### config.mk
export PLATFORM = sky130hd
export DESIGN_NAME = mem_port_arbiter_flat
export DESIGN_NICKNAME = d
export VERILOG_FILES = /design/src/rtl/mem_port_arbiter_pkg.sv /design/src/rtl/mem_port_arbiter_if.sv /design/src/rtl/mem_lane_align.sv /design/src/rtl/mem_port_arbiter.sv /design/src/flat_wrapper.sv
export SDC_FILE = /design/constraint.sdc
export NUM_CORES = 1
export LEC_CHECK = 0
export CAP_MARGIN = 40
export CORE_AREA = 2 2 179 181
export CTS_CLUSTER_SIZE = 20
export DETAILED_ROUTE_END_ITERATION = 10
export DIE_AREA = 0 0 181 183
export HOLD_SLACK_MARGIN = 0.1
export SLEW_MARGIN = 0
export SYNTH_ARGS = -nofsm -noshare
export SYNTH_HDL_FRONTEND = slang
export SYNTH_HIERARCHICAL = 1
export SYNTH_SLANG_ARGS = --single-unit
### constraint.sdc
create_clock -name clk -period 9.3 [get_ports clk]
set_input_delay 2.79 -clock clk [delete_from_list [all_inputs] [get_ports clk]]
set_output_delay 2.79 -clock clk [all_outputs]
set_load 0.03 [all_outputs]
### src/rtl/mem_port_arbiter_pkg.sv
// Shared types for the unified memory port arbiter: FSM states, access sizes
// and transaction owner encoding.
package mem_port_arbiter_pkg;

   typedef enum logic [1:0] {
      IDLE = 2'd0,
      WAIT = 2'd1,
      RESP = 2'd2
   } state_t;

   typedef enum logic {
      OWN_IF = 1'b0,
      OWN_D  = 1'b1
   } owner_t;

   localparam logic [1:0] SZ_B = 2'b00;
   localparam logic [1:0] SZ_H = 2'b01;
   localparam logic [1:0] SZ_W = 2'b10;
   localparam logic [1:0] SZ_D = 2'b11;

   // func3 bit 2 only selects sign/zero extension, so the size lives in [1:0]
   function automatic logic [1:0] size_of(input logic [1:0] func3_lo);
      return func3_lo;
   endfunction

endpackage

### src/rtl/mem_port_arbiter_if.sv
// Request/response and memory-side bus of the unified memory port arbiter.
// The slave modport is the arbiter; master is the pipeline plus memory macro.
interface mem_port_arbiter_if #(
   parameter int ADDR_W = 14
);
   logic              if_req;
   logic [63:0]       if_addr;
   logic              if_gnt;
   logic              if_rvalid;
   logic [31:0]       if_rdata;

   logic              d_req;
   logic              d_we;
   logic [63:0]       d_addr;
   logic [2:0]        d_func3;
   logic [63:0]       d_wdata;
   logic              d_gnt;
   logic              d_rvalid;
   logic [63:0]       d_rdata;
   logic              d_misalign;

   logic              mem_en;
   logic              mem_we;
   logic [ADDR_W-1:0] mem_addr;
   logic [7:0]        mem_be;
   logic [63:0]       mem_wdata;
   logic [63:0]       mem_rdata;

   logic              stall_if;
   logic              stall_mem;

   modport slave (
      input  if_req, if_addr,
      output if_gnt, if_rvalid, if_rdata,
      input  d_req, d_we, d_addr, d_func3, d_wdata,
      output d_gnt, d_rvalid, d_rdata, d_misalign,
      output mem_en, mem_we, mem_addr, mem_be, mem_wdata,
      input  mem_rdata,
      output stall_if, stall_mem
   );

   modport master (
      output if_req, if_addr,
      input  if_gnt, if_rvalid, if_rdata,
      output d_req, d_we, d_addr, d_func3, d_wdata,
      input  d_gnt, d_rvalid, d_rdata, d_misalign,
      input  mem_en, mem_we, mem_addr, mem_be, mem_wdata,
      output mem_rdata,
      input  stall_if, stall_mem
   );

endinterface

### src/rtl/mem_lane_align.sv
// Byte-lane steering for a 64-bit memory word: byte enables, shifted store
// data and misalignment detection from func3 and the low address bits.
module mem_lane_align
   import mem_port_arbiter_pkg::*;
(
   input  logic [2:0]  func3,
   input  logic [2:0]  off,
   input  logic [63:0] wdata,
   output logic [7:0]  be,
   output logic [63:0] wdata_shifted,
   output logic        misalign
);

   logic unused_func3_msb;
   assign unused_func3_msb = func3[2];

   always_comb begin
      be       = 8'h00;
      misalign = 1'b0;
      case (size_of(func3[1:0]))
         SZ_B: be = 8'h01 << off;
         SZ_H: begin
            be       = 8'h03 << off;
            misalign = off[0];
         end
         SZ_W: begin
            be       = 8'h0F << off;
            misalign = |off[1:0];
         end
         SZ_D: begin
            be       = 8'hFF;
            misalign = |off;
         end
      endcase
   end

   assign wdata_shifted = wdata << {off, 3'b000};

endmodule

### src/rtl/mem_port_arbiter.sv
// Arbitrates the IF and MEM stages onto one single-port 64-bit memory with a
// fixed read latency, one outstanding read, and a bounded data-grant streak.
module mem_port_arbiter
   import mem_port_arbiter_pkg::*;
#(
   parameter int ADDR_W     = 14,
   parameter int MEM_LAT    = 1,
   parameter int MAX_STREAK = 4
) (
   input logic               clk,
   input logic               reset,
   mem_port_arbiter_if.slave bus
);

   localparam int                  STREAK_W   = $clog2(MAX_STREAK + 1);
   localparam logic [STREAK_W-1:0] STREAK_CAP = STREAK_W'(MAX_STREAK);
   localparam logic [2:0]          LAT_LOAD   = 3'(MEM_LAT - 1);

   state_t              state_q, state_d;
   logic [2:0]          cnt_q, cnt_d;
   logic [STREAK_W-1:0] streak_q, streak_d;
   owner_t              owner_q, owner_d;
   logic                addr2_q, addr2_d;

   logic [7:0]          lane_be;
   logic [63:0]         lane_wdata;
   logic                lane_mis;

   logic                slot_free, pick_d, pick_if;
   logic                gnt_d, gnt_if, issue_d, rd_issue, en;
   logic                resp_if, resp_d;

   logic unused_addr_bits;
   assign unused_addr_bits = ^{bus.if_addr[63:ADDR_W+3], bus.if_addr[1:0],
                               bus.d_addr[63:ADDR_W+3]};

   mem_lane_align u_align (
      .func3         (bus.d_func3),
      .off           (bus.d_addr[2:0]),
      .wdata         (bus.d_wdata),
      .be            (lane_be),
      .wdata_shifted (lane_wdata),
      .misalign      (lane_mis)
   );

   // A misaligned data access still wins the slot so the MEM stage can move on,
   // but it never reaches the memory.
   always_comb begin
      slot_free = (state_q == IDLE) || (state_q == RESP);
      pick_d    = bus.d_req && (!bus.if_req || (streak_q < STREAK_CAP));
      pick_if   = !pick_d && bus.if_req;
      gnt_d     = slot_free && pick_d;
      gnt_if    = slot_free && pick_if;
      issue_d   = gnt_d && !lane_mis;
      en        = gnt_if || issue_d;
      rd_issue  = gnt_if || (issue_d && !bus.d_we);
      resp_if   = (state_q == RESP) && (owner_q == OWN_IF);
      resp_d    = (state_q == RESP) && (owner_q == OWN_D);
   end

   always_comb begin
      state_d  = state_q;
      cnt_d    = cnt_q;
      streak_d = streak_q;
      owner_d  = owner_q;
      addr2_d  = addr2_q;

      case (state_q)
         IDLE, RESP: state_d = IDLE;
         WAIT: begin
            cnt_d = cnt_q - 3'd1;
            if (cnt_q == 3'd1) begin
               state_d = RESP;
            end
         end
         default: state_d = IDLE;
      endcase

      if (rd_issue) begin
         owner_d = gnt_if ? OWN_IF : OWN_D;
         addr2_d = gnt_if ? bus.if_addr[2] : bus.d_addr[2];
         cnt_d   = LAT_LOAD;
         state_d = (MEM_LAT > 1) ? WAIT : RESP;
      end

      if (gnt_if) begin
         streak_d = '0;
      end else if (gnt_d) begin
         if (!bus.if_req) begin
            streak_d = '0;
         end else if (streak_q != STREAK_CAP) begin
            streak_d = streak_q + 1'b1;
         end
      end
   end

   always_ff @(posedge clk or negedge reset) begin
      if (!reset) begin
         state_q  <= IDLE;
         cnt_q    <= '0;
         streak_q <= '0;
         owner_q  <= OWN_IF;
         addr2_q  <= 1'b0;
      end else begin
         state_q  <= state_d;
         cnt_q    <= cnt_d;
         streak_q <= streak_d;
         owner_q  <= owner_d;
         addr2_q  <= addr2_d;
      end
   end

   // Grants are combinational on the requests, so they are masked while reset
   // is held to keep the memory and pipeline quiet.
   assign bus.if_gnt     = reset && gnt_if;
   assign bus.d_gnt      = reset && gnt_d;
   assign bus.d_misalign = reset && gnt_d && lane_mis;
   assign bus.mem_en     = reset && en;
   assign bus.mem_we     = reset && issue_d && bus.d_we;
   assign bus.mem_addr   = !(reset && en) ? '0 :
                           gnt_if ? bus.if_addr[ADDR_W+2:3] : bus.d_addr[ADDR_W+2:3];
   assign bus.mem_be     = (reset && issue_d && bus.d_we) ? lane_be : 8'h00;
   assign bus.mem_wdata  = (reset && issue_d && bus.d_we) ? lane_wdata : 64'h0;

   assign bus.if_rvalid  = resp_if;
   assign bus.d_rvalid   = resp_d;
   assign bus.if_rdata   = !resp_if ? 32'h0 :
                           addr2_q ? bus.mem_rdata[63:32] : bus.mem_rdata[31:0];
   assign bus.d_rdata    = resp_d ? bus.mem_rdata : 64'h0;

   assign bus.stall_if   = bus.if_req && !bus.if_rvalid;
   assign bus.stall_mem  = bus.d_req && !((bus.d_gnt && bus.d_we) || bus.d_rvalid ||
                                          bus.d_misalign);

endmodule

### src/flat_wrapper.sv
// flat-port wrapper written by rule: the top's interface ports become plain ports
module mem_port_arbiter_flat import mem_port_arbiter_pkg::*;
#(
   parameter int ADDR_W     = 14,
   parameter int MEM_LAT    = 1,
   parameter int MAX_STREAK = 4
)
  (clk, reset, bus_if_req, bus_if_addr, bus_if_gnt, bus_if_rvalid, bus_if_rdata, bus_d_req, bus_d_we, bus_d_addr, bus_d_func3, bus_d_wdata, bus_d_gnt, bus_d_rvalid, bus_d_rdata, bus_d_misalign, bus_mem_en, bus_mem_we, bus_mem_addr, bus_mem_be, bus_mem_wdata, bus_mem_rdata, bus_stall_if, bus_stall_mem);
  mem_port_arbiter_if #(.ADDR_W(ADDR_W)) bus_i ();
  input logic clk;
  input logic reset;
  input wire logic [$bits(bus_i.if_req)-1:0] bus_if_req;
  input wire logic [$bits(bus_i.if_addr)-1:0] bus_if_addr;
  output wire logic [$bits(bus_i.if_gnt)-1:0] bus_if_gnt;
  output wire logic [$bits(bus_i.if_rvalid)-1:0] bus_if_rvalid;
  output wire logic [$bits(bus_i.if_rdata)-1:0] bus_if_rdata;
  input wire logic [$bits(bus_i.d_req)-1:0] bus_d_req;
  input wire logic [$bits(bus_i.d_we)-1:0] bus_d_we;
  input wire logic [$bits(bus_i.d_addr)-1:0] bus_d_addr;
  input wire logic [$bits(bus_i.d_func3)-1:0] bus_d_func3;
  input wire logic [$bits(bus_i.d_wdata)-1:0] bus_d_wdata;
  output wire logic [$bits(bus_i.d_gnt)-1:0] bus_d_gnt;
  output wire logic [$bits(bus_i.d_rvalid)-1:0] bus_d_rvalid;
  output wire logic [$bits(bus_i.d_rdata)-1:0] bus_d_rdata;
  output wire logic [$bits(bus_i.d_misalign)-1:0] bus_d_misalign;
  output wire logic [$bits(bus_i.mem_en)-1:0] bus_mem_en;
  output wire logic [$bits(bus_i.mem_we)-1:0] bus_mem_we;
  output wire logic [$bits(bus_i.mem_addr)-1:0] bus_mem_addr;
  output wire logic [$bits(bus_i.mem_be)-1:0] bus_mem_be;
  output wire logic [$bits(bus_i.mem_wdata)-1:0] bus_mem_wdata;
  input wire logic [$bits(bus_i.mem_rdata)-1:0] bus_mem_rdata;
  output wire logic [$bits(bus_i.stall_if)-1:0] bus_stall_if;
  output wire logic [$bits(bus_i.stall_mem)-1:0] bus_stall_mem;
  assign bus_i.if_req = bus_if_req;
  assign bus_i.if_addr = bus_if_addr;
  assign bus_if_gnt = bus_i.if_gnt;
  assign bus_if_rvalid = bus_i.if_rvalid;
  assign bus_if_rdata = bus_i.if_rdata;
  assign bus_i.d_req = bus_d_req;
  assign bus_i.d_we = bus_d_we;
  assign bus_i.d_addr = bus_d_addr;
  assign bus_i.d_func3 = bus_d_func3;
  assign bus_i.d_wdata = bus_d_wdata;
  assign bus_d_gnt = bus_i.d_gnt;
  assign bus_d_rvalid = bus_i.d_rvalid;
  assign bus_d_rdata = bus_i.d_rdata;
  assign bus_d_misalign = bus_i.d_misalign;
  assign bus_mem_en = bus_i.mem_en;
  assign bus_mem_we = bus_i.mem_we;
  assign bus_mem_addr = bus_i.mem_addr;
  assign bus_mem_be = bus_i.mem_be;
  assign bus_mem_wdata = bus_i.mem_wdata;
  assign bus_i.mem_rdata = bus_mem_rdata;
  assign bus_stall_if = bus_i.stall_if;
  assign bus_stall_mem = bus_i.stall_mem;
  mem_port_arbiter #(.ADDR_W(ADDR_W), .MEM_LAT(MEM_LAT), .MAX_STREAK(MAX_STREAK)) u_core (.clk(clk), .reset(reset), .bus(bus_i));
endmodule
==> impl_metrics.env <==
export IMPL_status="finished clean"
export IMPL_synth_seq_cells=6
export IMPL_grt_overflow=0
export IMPL_synth_seq_area_share_pct=3.62
export IMPL_report_final_slew_viol_count=0
export IMPL_crit_buf_inv=4
export IMPL_max_freq_mhz=116
export IMPL_vias_per_cell=4.42
export IMPL_grt_max_degree=68
export IMPL_max_stage_delay_ns=0.71
export IMPL_drive_gt1_share_pct=8.73
export IMPL_first_pass_iters=5
export IMPL_fill_cells=3436
export IMPL_syn_to_final_growth_pct=94.6
export IMPL_dp_hpwl_microns=18800
export IMPL_wire_per_inst_microns=18.1
export IMPL_finalNonFillerCells=1297
export IMPL_rsz0062_at_grt="false"
export IMPL_min_delay_path_class="flop to flop"
export IMPL_rrSetupSlack_ns=7.81
export IMPL_ys_flop_type="dfrtp_1"
export IMPL_vdd_drop_max_mv=0.0576
export IMPL_cts_tree="built"
export IMPL_fin_setup_tns_ns=0
export IMPL_cts_hold_buf=0
export IMPL_numCtsBuffers=3
export IMPL_power_density_nw_per_um2=67.3
export IMPL_clk_latency_ns=0.23
export IMPL_r2r_end="u_core/addr2_q"
export IMPL_ant_nets=0
export IMPL_clkTransAtPathRegs_ns=0.03
export IMPL_gp_congestion=0.876
export IMPL_ios=455
export IMPL_htreeDepth=1
export IMPL_power_mw=0.544
export IMPL_finalClockSkew_ns=0.000872
export IMPL_placed_area_sq_um=7990
export IMPL_drc=0
export IMPL_crit_path_cell_trace="clkdlybuf4s50_1 -> inv_1 -> ha_1 -> o31ai_1 -> a21oi_1 -> and2b_1 -> and3_2 -> buf_4 -> and2_1 -> clkdlybuf4s50_1"
export IMPL_synth_edf_count=0
export IMPL_die_w_microns=181
export IMPL_postCtsSetupBuffers=0
export IMPL_worstHoldPathCells=1
export IMPL_synth_area_per_cell_sq_um=7.12
export IMPL_leakage_nw=3.31
export IMPL_critPathMostFrequentCell="clkdlybuf4s50_1"
export IMPL_cp_required_ns=6.51
export IMPL_via_count=5733
export IMPL_path_max_fanout=20
export IMPL_finalCritPeriodShare_pct=92.4
export IMPL_ys_types=47
export IMPL_fin_nets=1165
export IMPL_max_clock_path_buffers=2
export IMPL_arrival_ns=5.80
export IMPL_initial_core_util_pct=13.3
export IMPL_grt_pass1_vias=5824
export IMPL_hold_viol_final=0
export IMPL_cts_sinks=6
export IMPL_cts_root_buf="clkbuf_16"
export IMPL_syn_num_nets=854
export IMPL_critPathTopFamily="buffers and inverters"
export IMPL_tightest_slew_ns=0.871
export IMPL_dp_cells=1291
export IMPL_netlist_instances=583
export IMPL_min_delay_start="u_core/streak_q[1]"
export IMPL_cts_resized=0
export IMPL_routed_wl_microns=23500
export IMPL_hold_path_endpoint="u_core/streak_q[1]"
export IMPL_r2r_cells=3
export IMPL_port_buffers=357
export IMPL_crit_type="input pin to primary output"
export IMPL_antenna_found_initial=2
export IMPL_cp_slowest_cell="clkdlybuf4s50_1"
export IMPL_core_area_sq_um=31200
export IMPL_fp_row_count=65
export IMPL_design_area_sq_um=8080
export IMPL_critPathLaunchType="input pin"
export IMPL_syn_area_sq_um=4150
export IMPL_holdWs_ns=0.523
export IMPL_async_flop_share_pct=100
export IMPL_min_period_ns=8.59
export IMPL_dieArea_sq_um=33100
export IMPL_cp_end_kind="primary output"
export IMPL_reg2reg_from="u_core/streak_q[2]"
export IMPL_drt_initial_drc_count=305
export IMPL_finalSetupViolations=0
export IMPL_grt_pass1_wl_microns=35000
export IMPL_yosysWarnings=6
export IMPL_drv_cap=0
export IMPL_maxSlewHeadroom_pct=41.6
export IMPL_die_h_microns=183
export IMPL_grt_total_usage_pct=13.3
==> metal layers <==
| layer | up-vias | wire, microns | global-route usage [%] |
|---|---|---|---|
| met5 | - | 0 | 0 |
| met4 | 0 | 495 | 2.73 |
| met3 | 31 | 2240 | 3.69 |
| met2 | 321 | 10800 | 22.6 |
| met1 | 2651 | 9990 | 16.9 |
| li1 | 2730 | - | - |
==> through the flow <==
step / worst slack [ns] / utilization (%)
final: 0.708 / 25.9
after global routing: 0.479 / 25.8
after CTS: 0.631 / 25.8
after detailed placement: 0.638 / 25.6
after global placement: 0.681 / 25.5
after floorplan: 1.84 / -
==> flip-flops by register name (all words and copies together), names as in the netlist <==
signal           cells
u_core/addr2_q       1
u_core/owner_q       1
u_core/state_q       1
u_core/streak_q      3
==> worst register-to-register path, cell delays in order (launching register included) <==
cell      delay, ns
dfrtp_1        0.36
nand2b_1       0.62
nand2_1        0.21
a21oi_1        0.21
==> kinds of logic (layout without fill, tap and decap cells) <==
| group | Yosys count | in the layout | share of synthesized area, % |
|---|---|---|---|
| and+or+nand+nor | 275 | 275 | 37.2 |
| AOI/OAI and AO/OA | 125 | 125 | 23.3 |
| muxes | 90 | 90 | 23.2 |
| buffers and inverters | 80 | 390 | 10.6 |
| adders and majority gates | 7 | 7 | 2.11 |
| DFF | 6 | 6 | 3.62 |
| other | 0 | 2 | 0 |
==> cell usage in the layout, fill, tap and decap left out, drive strengths merged, types with 6 or more instances in the layout <==
cell	instances
and3	74
mux2i	66
o32ai	8
nor2	69
mux2	24
o22ai	8
and2	82
a31o	8
nor3	10
o21ai	27
a211oi	32
a2bb2oi	8
buf	22
dfrtp	6
a21o	6
ha	7
inv	10
clkdlybuf4s50	354
a221oi	8
nor2b	12
a22oi	8
nand3	14
==> cell usage after synthesis (2+ instances only) <==
library cell	count	area [sq um]
a211oi_1	27	203
a211oi_2	5	62.6
a21o_1	6	45.0
a21oi_1	3	15.0
a221oi_2	7	105
a22oi_1	8	60.1
a2bb2oi_1	8	70.1
a31o_2	8	70.1
a32o_1	2	20.0
and2_1	82	513
and2b_1	3	22.5
and3_1	74	463
buf_2	30	150
buf_4	11	82.6
buf_6	4	45.0
clkbuf_1	22	82.6
dfrtp_1	6	150
ha_1	7	87.6
inv_1	10	37.5
mux2_2	16	180
mux2_4	8	120
mux2i_1	66	661
nand2_1	3	11.3
nand2b_1	4	25.0
nand3_1	14	70.1
nor2_1	68	255
nor2b_1	12	75.1
nor3_1	6	30.0
nor3_2	4	40.0
o211ai_1	2	15.0
o21ai_0	18	90.1
o21ai_1	9	45.0
o22ai_1	8	50.1
o31ai_1	2	15.0
o32ai_1	8	70.1
==> where the power goes <==
group          leakage [nW]  switching (mW)  total (mW)  internal (mW)
Clock                0.0382          0.0148      0.0717         0.0569
Sequential           0.0756         0.00424      0.0330         0.0287
Combinational          3.20           0.234       0.439          0.205
Total                  3.31           0.253       0.544          0.291
==> worst max path at each step <==
stage,start,endpoint,slack [ns],depth (start not counted)
detailed placement,bus_d_func3[0],bus_mem_wdata[43],0.64,10
finish,bus_d_func3[0],bus_mem_wdata[43],0.71,10
floorplan,bus_d_addr[0],bus_mem_addr[10],1.84,9
global route,bus_d_func3[0],bus_mem_wdata[43],0.48,10
CTS,bus_d_func3[0],bus_mem_wdata[43],0.63,10
global placement,bus_d_func3[0],bus_mem_wdata[59],0.68,10
==> final cells by class <==
| class | count | area [sq um] | share of cell area, % |
|---|---|---|---|
| inverter | 10 | 37.5 | 0.465 |
| antenna | 2 | 5.00 | 0.0620 |
| multi-input combinational | 497 | 3560 | 44.1 |
| clock buffer | 4 | 78.8 | 0.976 |
| tap | 402 | 503 | 6.23 |
| sequential | 6 | 151 | 1.87 |
| timing repair buffer | 376 | 3740 | 46.3 |
Note: power is estimated with default switching activity, not from simulation.
